File: config.mk
export PLATFORM = sky130hd
export DESIGN_NAME = decoder_seq_n_flat
export DESIGN_NICKNAME = d
export VERILOG_FILES = /design/src/rtl/decoder_seq_n_pkg.sv /design/src/rtl/decoder_seq_n_if.sv /design/src/rtl/decoder_seq_n_onehot.sv /design/src/rtl/decoder_seq_n.sv /design/src/flat_wrapper.sv
export SDC_FILE = /design/constraint.sdc
export NUM_CORES = 1
export LEC_CHECK = 0
export ABC_AREA = 1
export CAP_MARGIN = 20
export CORE_MARGIN = 3
export CORE_UTILIZATION = 47
export DETAILED_ROUTE_END_ITERATION = 10
export GPL_TIMING_DRIVEN = 1
export PLACE_DENSITY = 0.83
export SYNTH_ARGS = -nofsm -noshare
export SYNTH_HDL_FRONTEND = slang
export SYNTH_SLANG_ARGS = --single-unit
File: constraint.sdc
create_clock -name clk -period 4 [get_ports clk]
set_input_delay 0.6 -clock clk [delete_from_list [all_inputs] [get_ports clk]]
set_output_delay 0.6 -clock clk [all_outputs]
set_load 0.01 [all_outputs]
File: src/rtl/decoder_seq_n_pkg.sv
// Shared types and the one-hot helper for the decoder_seq_n block.
// The helper is sized for the widest supported select; callers slice it down.
package dec_pkg;

    typedef enum logic {
        ST_IDLE = 1'b0,
        ST_SCAN = 1'b1
    } state_t;

    localparam int SEL_W_MAX = 8;
    localparam int OUT_W_MAX = 2 ** SEL_W_MAX;

    function automatic logic [OUT_W_MAX-1:0] onehot(input logic [SEL_W_MAX-1:0] sel,
                                                     input logic                 en);
        logic [OUT_W_MAX-1:0] v;
        v = {OUT_W_MAX{1'b0}};
        if (en) begin
            v[sel] = 1'b1;
        end else begin
            v = {OUT_W_MAX{1'b0}};
        end
        return v;
    endfunction

endpackage

File: src/rtl/decoder_seq_n_if.sv
// Control/select/result bundle for decoder_seq_n.
// The scan_dir member exists only when DECODER_REVERSE_SCAN_EN is defined.
interface decoder_seq_n_if #(parameter int SEL_W = 5);

    localparam int OUT_W = 2 ** SEL_W;

    logic             en;
    logic [SEL_W-1:0] S;
    logic             start;
    logic             stall;
    logic             abort;
`ifdef DECODER_REVERSE_SCAN_EN
    logic             scan_dir;
`endif
    logic [OUT_W-1:0] m;
    logic [SEL_W-1:0] sel_q;
    logic             busy;
    logic             done;

`ifdef DECODER_REVERSE_SCAN_EN
    modport master (output en, S, start, stall, abort, scan_dir,
                    input  m, sel_q, busy, done);
    modport slave  (input  en, S, start, stall, abort, scan_dir,
                    output m, sel_q, busy, done);
`else
    modport master (output en, S, start, stall, abort,
                    input  m, sel_q, busy, done);
    modport slave  (input  en, S, start, stall, abort,
                    output m, sel_q, busy, done);
`endif

endinterface

File: src/rtl/decoder_seq_n_onehot.sv
// Combinational SEL_W-to-2**SEL_W one-hot decoder with enable (module dec_onehot).
module dec_onehot
    import dec_pkg::*;
#(
    parameter int SEL_W = 5
) (
    input  logic                    en,
    input  logic [SEL_W-1:0]        sel,
    output logic [(2**SEL_W)-1:0]   m
);

    localparam int OUT_W = 2 ** SEL_W;

    logic [SEL_W_MAX-1:0] sel_ext_s;
    logic [OUT_W_MAX-1:0] full_s;
    logic                 unused_full_s;

    // Widen the select, decode at maximum width, keep the low OUT_W bits.
    always_comb begin
        sel_ext_s                = {SEL_W_MAX{1'b0}};
        sel_ext_s[SEL_W-1:0]     = sel;
        full_s                   = onehot(sel_ext_s, en);
        m                        = full_s[OUT_W-1:0];
    end

    assign unused_full_s = ^full_s;

endmodule

File: src/rtl/decoder_seq_n.sv
// Registered N-to-2**N one-hot decoder with a scan sequencer (IDLE/SCAN FSM).
// Optional descending scan: define DECODER_REVERSE_SCAN_EN to add bus.scan_dir.
module decoder_seq_n
    import dec_pkg::*;
#(
    parameter int SEL_W = 5,
    parameter bit PULSE = 1'b1
) (
    input  logic                  clk,
    input  logic                  rst,
    decoder_seq_n_if.slave        bus
);

    localparam int               OUT_W     = 2 ** SEL_W;
    localparam logic [SEL_W-1:0] IDX_FIRST = {SEL_W{1'b0}};
    localparam logic [SEL_W-1:0] IDX_LAST  = SEL_W'(OUT_W - 1);
    localparam logic [SEL_W-1:0] IDX_ONE   = SEL_W'(1);

    state_t             state_r, state_s;
    logic [SEL_W-1:0]   sel_q_r, idx_s;
    logic [OUT_W-1:0]   m_r, m_s;
    logic               hot_s;
    logic               busy_r, busy_s;
    logic               done_r, done_s;
    logic [SEL_W-1:0]   end_idx_s, step_idx_s, start_idx_s;
    logic               dir_r, dir_s;

    // Direction-dependent scan endpoints and step.
    always_comb begin
`ifdef DECODER_REVERSE_SCAN_EN
        if (dir_r) begin
            end_idx_s  = IDX_FIRST;
            step_idx_s = sel_q_r - IDX_ONE;
        end else begin
            end_idx_s  = IDX_LAST;
            step_idx_s = sel_q_r + IDX_ONE;
        end
        if (bus.scan_dir) begin
            start_idx_s = IDX_LAST;
        end else begin
            start_idx_s = IDX_FIRST;
        end
        dir_s = dir_r;
        if (state_r == ST_IDLE && bus.start) begin
            dir_s = bus.scan_dir;
        end else begin
            dir_s = dir_r;
        end
`else
        end_idx_s   = IDX_LAST;
        step_idx_s  = sel_q_r + IDX_ONE;
        start_idx_s = IDX_FIRST;
        dir_s       = 1'b0;
`endif
    end

    // Next-state, next index and next output-enable decision.
    always_comb begin
        state_s = state_r;
        idx_s   = sel_q_r;
        hot_s   = 1'b0;
        busy_s  = 1'b0;
        done_s  = 1'b0;
        case (state_r)
            ST_IDLE: begin
                if (bus.start) begin
                    state_s = ST_SCAN;
                    idx_s   = start_idx_s;
                    hot_s   = 1'b1;
                    busy_s  = 1'b1;
                end else if (bus.en) begin
                    idx_s   = bus.S;
                    hot_s   = 1'b1;
                end else if (PULSE) begin
                    hot_s   = 1'b0;
                end else begin
                    // Held mode: re-decode the same index only if m is currently lit.
                    hot_s   = |m_r;
                end
            end
            ST_SCAN: begin
                if (bus.abort) begin
                    state_s = ST_IDLE;
                end else if (bus.stall) begin
                    hot_s   = 1'b1;
                    busy_s  = 1'b1;
                end else if (sel_q_r == end_idx_s) begin
                    state_s = ST_IDLE;
                    done_s  = 1'b1;
                end else begin
                    idx_s   = step_idx_s;
                    hot_s   = 1'b1;
                    busy_s  = 1'b1;
                end
            end
            default: begin
                state_s = ST_IDLE;
            end
        endcase
    end

    dec_onehot #(.SEL_W(SEL_W)) u_onehot (
        .en  (hot_s),
        .sel (idx_s),
        .m   (m_s)
    );

    // State, index, output and flag registers.
    always_ff @(posedge clk) begin
        if (rst) begin
            state_r <= ST_IDLE;
            sel_q_r <= {SEL_W{1'b0}};
            m_r     <= {OUT_W{1'b0}};
            busy_r  <= 1'b0;
            done_r  <= 1'b0;
            dir_r   <= 1'b0;
        end else begin
            state_r <= state_s;
            sel_q_r <= idx_s;
            m_r     <= m_s;
            busy_r  <= busy_s;
            done_r  <= done_s;
            dir_r   <= dir_s;
        end
    end

    assign bus.m     = m_r;
    assign bus.sel_q = sel_q_r;
    assign bus.busy  = busy_r;
    assign bus.done  = done_r;

endmodule

File: src/flat_wrapper.sv
// flat-port wrapper written by rule: the top's interface ports become plain ports
module decoder_seq_n_flat import dec_pkg::*;
#(
    parameter int SEL_W = 5,
    parameter bit PULSE = 1'b1
)
  (clk, rst, bus_en, bus_S, bus_start, bus_stall, bus_abort, bus_m, bus_sel_q, bus_busy, bus_done);
  decoder_seq_n_if #(.SEL_W(SEL_W)) bus_i ();
  input  logic clk;
  input  logic rst;
  input wire logic [$bits(bus_i.en)-1:0] bus_en;
  input wire logic [$bits(bus_i.S)-1:0] bus_S;
  input wire logic [$bits(bus_i.start)-1:0] bus_start;
  input wire logic [$bits(bus_i.stall)-1:0] bus_stall;
  input wire logic [$bits(bus_i.abort)-1:0] bus_abort;
  output wire logic [$bits(bus_i.m)-1:0] bus_m;
  output wire logic [$bits(bus_i.sel_q)-1:0] bus_sel_q;
  output wire logic [$bits(bus_i.busy)-1:0] bus_busy;
  output wire logic [$bits(bus_i.done)-1:0] bus_done;
  assign bus_i.en = bus_en;
  assign bus_i.S = bus_S;
  assign bus_i.start = bus_start;
  assign bus_i.stall = bus_stall;
  assign bus_i.abort = bus_abort;
  assign bus_m = bus_i.m;
  assign bus_sel_q = bus_i.sel_q;
  assign bus_busy = bus_i.busy;
  assign bus_done = bus_i.done;
  decoder_seq_n #(.SEL_W(SEL_W), .PULSE(PULSE)) u_core (.clk(clk), .rst(rst), .bus(bus_i));
endmodule
==> qor.txt <==
GP Congestion: 0.985
First-pass GRT wire length: 5110 um
Post-Route WL: 3280 um
Ant diodes: 0
FF-to-FF End: u_core.bus.m[17]
Vias/cell: 5.08
Seq cells post-synth: 39
Final hold violations: 0
Worst Path Required: 3.40 ns
Max clock buf depth: 2
Post_cts resized: 0
Core Region: 0.00281 mm^2
Vias: 1,279
Critical path type: flip-flop to primary output
Skew-Pair Late Insertion Delay: 0.33 ns
CP peak stage delay: 0.61 ns
Final Cell Area: 0.00199 mm^2
CTS root buffer: clkbuf_4
Max-Cap Viols: 0
Worst EP arrival: 1.51 ns
Slew headroom: 74.3%
FF-to-FF setup slack: 2.14 ns
Cell family with most CP delay: buffers and inverters
Synth unique cells: 23
Startpoint Class: flip-flop
Mapped Cells: 167
Die Span Y: 60.7 um
# setup viols final: 0
Fin crit share: 52.8%
Wire length per cell: 13.0 um
R2R depth: 7
Worst hold endpoint: u_core.bus.done
Clk pin slew, worst setup/hold paths: 0.10 ns
Vias in the first global route: 1,180
P&R area growth vs syn: 41.7%
Tmin final: 2.11 ns
RSZ-0062 raised after global routing: no
Crit. End Element: primary output
Initial antenna violation count: 0
Num rows: 19
Worst-path maximum fanout: 9
Max Slew Vio Count: 0
Final instance count without filler cells: 252
Fmax: 0.474 GHz
CTS buffer count: 5
Initial DRC count: 42
Drt drc: 0
YS warnings: 0
Critical Path Slowest Stage Cell: clkdlybuf4s50_1
Largest cells by area after synthesis: dfxtp_1 56%, nor2_1 11%, nand2_1 7.5%
Boundary pin count: 50
DRT Pass-1 Iters: 4
Leak pwr: 0.000795 uW
Post-synth top area cell: dfxtp_1
Placed Area: 0.00192 mm^2
Total GRT Usage: 18.9%
Post-CTS Hold Fix Bufs: 0
Post-detail-place hpwl: 2520 um
Chip width: 60.7 um
Die area: 0.00368 mm^2
ANT nets after route: 0
Crit-path cells: clkdlybuf4s50_1
Post-synth top area share: 55.6%
Hold depth: 2
CTS H-tree depth: 2
Setup_tns: 0 ns
CTS tree: yes
Layout Skew: 0.00189 ns
Avg Inst Size Synth: 8.41 um^2
Hold Crit Start: u_core.bus.sel_q[4]
Worst Hold Class: flip-flop to flip-flop
IO buf count: 49
Post-Synthesis Cell Area: 0.00141 mm^2
WP buf/inv: 1
Final global-route overflow total: 0
Starting density of the core: 50.1%
Reg2reg start: u_core.bus.sel_q[1]
Post-CTS setup buffer count: 0
Worst-margin pin slew: 0.385 ns
Clock Sinks: 39
Sequential-to-total area share from yosys stat: 55.6%
Power density over the cells: 372 mW/mm^2
Nets: 233
Post-Syn Nets: 179
Layout cells sized above 1: 9.95%
Largest net degree at the start of global routing: 12
Peak supply drop: 257 uV
DP Cell Count: 245
Outcome: finished clean
cells in the mapped netlist, drive strengths merged:
master	number
a21oi	6
buf	1
clkbuf	1
dfxtp	39
ha	1
inv	15
nand2	33
nand3	13
nand4	2
nor2	45
nor4	1
o211ai	3
o21ai	5
or2	1
xnor2	1
cells by family (layout without fill, tap and decap cells):
kind of cell               after synthesis  in the layout  synth area share (%)
AOI/OAI and AO/OA                       14             14                  6.86
DFF                                     39             39                  55.6
and+or+nand+nor                         95             95                  31.0
xor gates and xnor gates                 1              1                 0.623
adders and majority gates                1              1                 0.890
buffers and inverters                   17             71                  5.08
per-layer routing:
| metal | vias up | share of wire (%) | global-route usage, % |
|---|---|---|---|
| met2 | 48 | 52 | 33.0 |
| met5 | - | 0 | 0 |
| met4 | 0 | 2.1 | 8.05 |
| li1 | 637 | - | - |
| met1 | 585 | 39 | 21.7 |
| met3 | 9 | 6.4 | 4.89 |
power breakdown:
part	internal [uW]	switching, uW
clock network	129	115
registers	396	8.60
logic	38.0	53.9
how the worst max path moves through the flow:
stage	end	depth (start not counted)	from	slack, ns
after global routing	bus_sel_q[2]	1	u_core.bus.sel_q[2]	1.81
final	bus_sel_q[2]	1	u_core.bus.sel_q[2]	1.89
after global placement	u_core.bus.m[14]	7	bus_en	1.90
after detailed placement	u_core.bus.m[19]	7	bus_en	1.85
after floorplan	u_core.bus.m[12]	8	u_core.bus.sel_q[1]	2.41
after CTS	bus_sel_q[2]	1	u_core.bus.sel_q[2]	1.88
layout make-up:
type,instances,area [um^2]
clock buffer,6,41.3
clock inverter,1,30.0
sequential,39,781
timing repair buffer,49,490
fill,223,815
tap,31,38.8
multi-input combinational,111,553
inverter,15,56.3
per-stage QoR:
| stage | utilization, % | hold slack (ns) | setup WS, ns | total power (uW) |
|---|---|---|---|---|
| floorplan | - | 0.564 | 2.41 | 467 |
| global placement | 68.4 | 0.563 | 1.90 | 502 |
| detailed placement | 68.4 | 0.587 | 1.85 | 504 |
| CTS | 71.0 | 0.605 | 1.88 | 743 |
| global route | 71.0 | 0.628 | 1.81 | 769 |
| finish | 71.0 | 0.595 | 1.89 | 740 |
layout by cell type (no fill, tap or decap), types with 3 or more instances in the layout:
cell             instances
nand2_1                 28
dfxtp_1                 39
inv_1                   13
o21ai_0                  3
clkdlybuf4s50_1         49
nor2_1                  43
nand3_2                  3
o211ai_1                 3
a21oi_1                  5
nand2_2                  5
clkbuf_4                 5
nand3_1                 10
flip-flops by register name, indices dropped and copies added (netlist names):
register	cells
u_core.bus.sel_q	5
u_core.state_r	1
u_core.bus.done	1
u_core.bus.m	32
(Power assumes the default switching activity.)
